File: src/rtl/riscv_wbarb.sv
// Writeback arbiter: merges pipeline writeback with buffered long-latency
// results onto the single register-file write port.
module riscv_wbarb #(
  parameter int unsigned XLEN         = 64,
  parameter int unsigned DEPTH        = 2,
  parameter int unsigned STARVE_LIMIT = 4
) (
  input  logic            i_riscv_wbarb_clk,
  input  logic            i_riscv_wbarb_rst,
  input  logic            i_riscv_wbarb_pipe_regwrite,
  input  logic [4:0]      i_riscv_wbarb_pipe_rdaddr,
  input  logic [XLEN-1:0] i_riscv_wbarb_pipe_rddata,
  input  logic            i_riscv_wbarb_llu_valid,
  input  logic [4:0]      i_riscv_wbarb_llu_rdaddr,
  input  logic [XLEN-1:0] i_riscv_wbarb_llu_rddata,
  output logic            o_riscv_wbarb_llu_ready,
  output logic            o_riscv_wbarb_regwrite,
  output logic [4:0]      o_riscv_wbarb_rdaddr,
  output logic [XLEN-1:0] o_riscv_wbarb_rddata,
  output logic [31:0]     o_riscv_wbarb_pending,
  output logic            o_riscv_wbarb_stall
);

  localparam int unsigned AW = $clog2(DEPTH);
  localparam int unsigned CW = $clog2(STARVE_LIMIT + 1);

  logic [AW:0]      wr_ptr_q, wr_ptr_d, rd_ptr_q, rd_ptr_d;
  logic [4:0]       fifo_rd_q   [DEPTH];
  logic [4:0]       fifo_rd_d   [DEPTH];
  logic [XLEN-1:0]  fifo_data_q [DEPTH];
  logic [XLEN-1:0]  fifo_data_d [DEPTH];
  logic [CW-1:0]    starve_q, starve_d;
  logic             regwrite_q, regwrite_d;
  logic [4:0]       rdaddr_q, rdaddr_d;
  logic [XLEN-1:0]  rddata_q, rddata_d;

  logic             empty, full, pipe_occ, pop, bypass, push;
  logic [AW:0]      count;
  logic [AW-1:0]    idx;
  logic [31:0]      pending;

  assign empty    = (wr_ptr_q == rd_ptr_q);
  assign full     = (wr_ptr_q[AW] != rd_ptr_q[AW]) &&
                    (wr_ptr_q[AW-1:0] == rd_ptr_q[AW-1:0]);
  assign count    = wr_ptr_q - rd_ptr_q;
  assign pipe_occ = i_riscv_wbarb_pipe_regwrite && (i_riscv_wbarb_pipe_rdaddr != '0);
  assign pop      = !pipe_occ && !empty;
  // Bypass only when nothing is buffered, so FIFO order is never violated.
  assign bypass   = !pipe_occ && empty && i_riscv_wbarb_llu_valid &&
                    (i_riscv_wbarb_llu_rdaddr != '0);
  assign push     = i_riscv_wbarb_llu_valid && !full &&
                    (i_riscv_wbarb_llu_rdaddr != '0) && !bypass;

  always_comb begin
    pending = '0;
    idx     = '0;
    for (int unsigned k = 0; k < DEPTH; k++) begin
      idx = rd_ptr_q[AW-1:0] + AW'(k);
      if (k < 32'(count)) pending[fifo_rd_q[idx]] = 1'b1;
    end
    pending[0] = 1'b0;
  end

  always_comb begin
    regwrite_d  = 1'b0;
    rdaddr_d    = rdaddr_q;
    rddata_d    = rddata_q;
    fifo_rd_d   = fifo_rd_q;
    fifo_data_d = fifo_data_q;
    wr_ptr_d    = wr_ptr_q;
    rd_ptr_d    = rd_ptr_q;
    starve_d    = starve_q;

    if (pipe_occ) begin
      regwrite_d = 1'b1;
      rdaddr_d   = i_riscv_wbarb_pipe_rdaddr;
      rddata_d   = i_riscv_wbarb_pipe_rddata;
    end else if (pop) begin
      regwrite_d = 1'b1;
      rdaddr_d   = fifo_rd_q[rd_ptr_q[AW-1:0]];
      rddata_d   = fifo_data_q[rd_ptr_q[AW-1:0]];
      rd_ptr_d   = rd_ptr_q + 1'b1;
    end else if (bypass) begin
      regwrite_d = 1'b1;
      rdaddr_d   = i_riscv_wbarb_llu_rdaddr;
      rddata_d   = i_riscv_wbarb_llu_rddata;
    end

    if (push) begin
      fifo_rd_d[wr_ptr_q[AW-1:0]]   = i_riscv_wbarb_llu_rdaddr;
      fifo_data_d[wr_ptr_q[AW-1:0]] = i_riscv_wbarb_llu_rddata;
      wr_ptr_d = wr_ptr_q + 1'b1;
    end

    if (empty || pop) starve_d = '0;
    else if (pipe_occ && (starve_q != CW'(STARVE_LIMIT))) starve_d = starve_q + 1'b1;
  end

  always_ff @(posedge i_riscv_wbarb_clk or posedge i_riscv_wbarb_rst) begin
    if (i_riscv_wbarb_rst) begin
      wr_ptr_q   <= '0;
      rd_ptr_q   <= '0;
      starve_q   <= '0;
      regwrite_q <= 1'b0;
      rdaddr_q   <= '0;
      rddata_q   <= '0;
      for (int unsigned k = 0; k < DEPTH; k++) begin
        fifo_rd_q[k]   <= '0;
        fifo_data_q[k] <= '0;
      end
    end else begin
      wr_ptr_q    <= wr_ptr_d;
      rd_ptr_q    <= rd_ptr_d;
      starve_q    <= starve_d;
      regwrite_q  <= regwrite_d;
      rdaddr_q    <= rdaddr_d;
      rddata_q    <= rddata_d;
      fifo_rd_q   <= fifo_rd_d;
      fifo_data_q <= fifo_data_d;
    end
  end

  assign o_riscv_wbarb_llu_ready = !full;
  assign o_riscv_wbarb_regwrite  = regwrite_q;
  assign o_riscv_wbarb_rdaddr    = rdaddr_q;
  assign o_riscv_wbarb_rddata    = rddata_q;
  assign o_riscv_wbarb_pending   = pending;
  assign o_riscv_wbarb_stall     = (starve_q == CW'(STARVE_LIMIT));

endmodule

File: config.mk
export PLATFORM = sky130hd
export DESIGN_NAME = riscv_wbarb
export DESIGN_NICKNAME = d
export VERILOG_FILES = /design/src/rtl/riscv_wbarb.sv
export SDC_FILE = /design/constraint.sdc
export NUM_CORES = 1
export LEC_CHECK = 0
export BUFFER_PORTS_ARGS = -buffer_cell sky130_fd_sc_hd__buf_2
export CORE_UTILIZATION = 50
export CTS_CLUSTER_SIZE = 25
export DETAILED_ROUTE_END_ITERATION = 6
export GPL_ROUTABILITY_DRIVEN = 0
export PLACE_DENSITY = 0.75
export SETUP_SLACK_MARGIN = 0.02
export SLEW_MARGIN = 30
export SYNTH_ARGS = -nofsm -noshare
export SYNTH_HDL_FRONTEND = slang
export SYNTH_SLANG_ARGS = --single-unit
File: constraint.sdc
create_clock -name i_riscv_wbarb_clk -period 17.8 [get_ports i_riscv_wbarb_clk]
set_clock_uncertainty 0.2 [all_clocks]
set_input_delay 0.89 -clock i_riscv_wbarb_clk [delete_from_list [all_inputs] [get_ports i_riscv_wbarb_clk]]
set_output_delay 0.89 -clock i_riscv_wbarb_clk [all_outputs]
set_load 0.05 [all_outputs]
==> out/qor.txt <==
status: finished, final reports clean
FF+latch area: 5384 µm²
synthesis-to-layout area growth: 20.67%
Worst VDD drop: 132.7 µV
fin crit share: 0.2169
Hold WC Path Type: reg -> reg
delay-heaviest family, CP: flip-flops
htree depth: 1
Sequential Power Share: 0.298
Num CTS Buffers: 23
grt ovf: 0
crit-path max FO: 31
port buffer count: 244
CP startpoint kind: flip-flop
Least-Margin Pin Slew: 965.7 ps
Initial Utilization: 0.5094
Longest Clk Path Bufs: 3
height of the die: 148.4 µm
Crit Path Class: reg -> out
cell taking the most area after synthesis: dfrtp_1
CTS Root Cell: clkbuf_16
Cell Chain, Critical Path: ha_1 -> nand2_1 -> nand3b_1 -> o22ai_1 -> buf_2
post-synthesis sequential area ratio: 0.5024
vias in the first global route: 7896
#FFs+latches synth: 215
gr usage total: 0.2396
Setup violations, final: 0
Slew Limit Headroom: 0.3562
Period minus WS final: 3860 ps
Worst setup EP type: output port
Post-Route Setup TNS: 0 ps
Worst path max stage delay: 650 ps
post-synthesis async set-or-reset flop share: 1.000
PD cells: 235.7 nW/µm²
core region area: 21020 µm²
Syn Nets: 974
P_int: 1688 µW
Comb power frac: 0.529
Fin. Hold Viols: 0
EDFF count, synth: 0
Post-synth top cells: dfrtp_1 (215), mux2_2 (171), mux2i_1 (73)
Final Max Slew Viols: 0
Highest Clock Rate: 0.2591 GHz
I/O pin total: 246
first-pass GRT wire length: 42.50 mm
Main synth FF type: dfrtp_1
drt via density: 5.880
layout cell share with drive strength beyond 1: 0.4486
clock slew at reported path FFs: 60 ps
Critical Path RT: 16710 ps
leading post-synthesis cells by cell area: dfrtp_1 (50%), mux2_2 (18%), mux2i_1 (6.8%)
unrepaired setup endpoints after global routing: false
Multi-input gate area: 4977 µm²
antenna viol nets, final: 0
highest-delay cell along the critical path: dfrtp_4
FP Rows: 53
leak pwr: 0.005737 µW
CTS tree: yes
# DRC: 0
Synth Cell Area: 10710 µm²
drt first pass iters: 5
DR iter-0 viols: 513
hold_buf cts: 0
WL/cell: 19.60 µm
Sw Share: 0.4456
max_cap viols: 0
Gate Count Post-Synth: 829
fillcell total: 1685
die area: 22010 µm²
arrival time at the worst endpoint: 2770 ps
CTS sink cnt: 215
Avg Cell Area, Syn: 12.92 µm²
area share of the largest cell type after synthesis: 0.5024
clock share of power: 0.173
Chip Width: 148.4 µm
Worst Path Buf+Inv: 1
final WL: 26.21 mm
setup repair bufs after CTS: 0
initial antenna violation count: 2
Unique masters post-synth: 49
clk_lat worst skew: 510 ps
largest net degree at the start of global routing: 136
Design Power: 3045 µW
Synthesis Warnings: 0
switching pwr: 1357 µW
most numerous cell in the Yosys netlist: dfrtp_1
hpwl dp: 16.92 mm
CTS-repair resized insts: 0
Vias: 7861
fin nets: 1190
[cell usage in the layout (no fill, tap or decap), types with 4 or more instances in the layout]
cell type,count
nand2b_1,4
inv_1,6
buf_4,10
mux2_1,31
nor3_1,6
o21ai_0,68
mux2i_1,73
o221a_1,63
mux2_2,171
dfrtp_1,214
clkbuf_1,5
nand3_1,4
nor2_1,7
nand2_1,29
clkbuf_16,23
xnor2_1,5
o22ai_1,31
bufinv_16,6
buf_2,244
[per-stage QoR]
| step | cells | instance area (µm²) | util | hold slack [ps] | worst slack [ps] |
|---|---|---|---|---|---|
| 4_1_cts | 1336 | 12910 | 0.6144 | 288.5 | 13940 |
| 5_1_grt | 1337 | 12920 | 0.6147 | 299.2 | 13750 |
| 3_5_place_dp | 1295 | 12080 | 0.5747 | 274.8 | 14220 |
| 6_report | 1337 | 12920 | 0.6147 | 285.4 | 13940 |
| 2_1_floorplan | 829 | 10710 | - | 257.4 | 10830 |
| 3_3_place_gp | 1294 | 12050 | 0.5732 | 266.2 | 14270 |
[metal layers]
layer  up-vias  track usage  part of all wire
met5         -            0           0.00031
met4         2      0.04021            0.0098
met3        22      0.04540             0.065
met2       266       0.3840              0.46
met1      3990       0.3430              0.46
li1       3581            -                 -
[flip-flops by register name, summed over array words and instances, names as in the netlist]
name                    cells
o_riscv_wbarb_regwrite      1
o_riscv_wbarb_rdaddr        5
rd_ptr_q                    2
starve_q                    3
fifo_data_q               128
wr_ptr_q                    2
o_riscv_wbarb_rddata       64
fifo_rd_q                  10
[cells by family (layout without fill, tap and decap cells)]
logic type / count (synthesis) / in the layout / synth area share
other: 1 / 2 / 0.0003502
xor gates and xnor gates: 8 / 8 / 0.007828
adders and majority gates: 3 / 3 / 0.003505
muxes: 275 / 275 / 0.2806
DFF: 215 / 215 / 0.5024
and+or+nand+nor: 62 / 62 / 0.02898
buffers and inverters: 74 / 306 / 0.03598
AOI/OAI and AO/OA: 191 / 191 / 0.1403
[cell type report]
cell class,count,area share
antenna,1,0.0001936
sequential,215,0.4166
multi-input combinational,540,0.3852
tap,275,0.02663
inverter,9,0.003582
timing repair buffer,256,0.1033
clock buffer,30,0.04812
clock inverter,11,0.01636
[power groups by stage]
stage / registers (µW) / logic [µW] / clock network, µW
2_1_floorplan: 1150 / 994 / 0
3_3_place_gp: 900 / 1570 / 0
3_5_place_dp: 911 / 1610 / 0
4_1_cts: 906 / 1610 / 537
5_1_grt: 940 / 1720 / 560
6_report: 906 / 1610 / 528
[path summary, 6_finish.rpt]
check / startpoint / end / slack, ps / depth (start not counted)
worst min register to register: fifo_data_q[66]$_DFFE_PP0P_ / fifo_data_q[66]$_DFFE_PP0P_ / 290 / 1
worst max register to register: rd_ptr_q[0]$_DFFE_PP0P_ / o_riscv_wbarb_rddata[44]$_DFFE_PP0P_ / 14160 / 6
max in group asynchronous: i_riscv_wbarb_rst / fifo_data_q[83]$_DFFE_PP0P_ / 15880 / 4
worst max-delay path: rd_ptr_q[0]$_DFFE_PP0P_ / o_riscv_wbarb_pending[18] / 13940 / 5
min in group asynchronous: i_riscv_wbarb_rst / o_riscv_wbarb_rddata[4]$_DFFE_PP0P_ / 310 / 2
worst min-delay path: fifo_data_q[66]$_DFFE_PP0P_ / fifo_data_q[66]$_DFFE_PP0P_ / 290 / 1
Power figures use the tool's default switching activity.
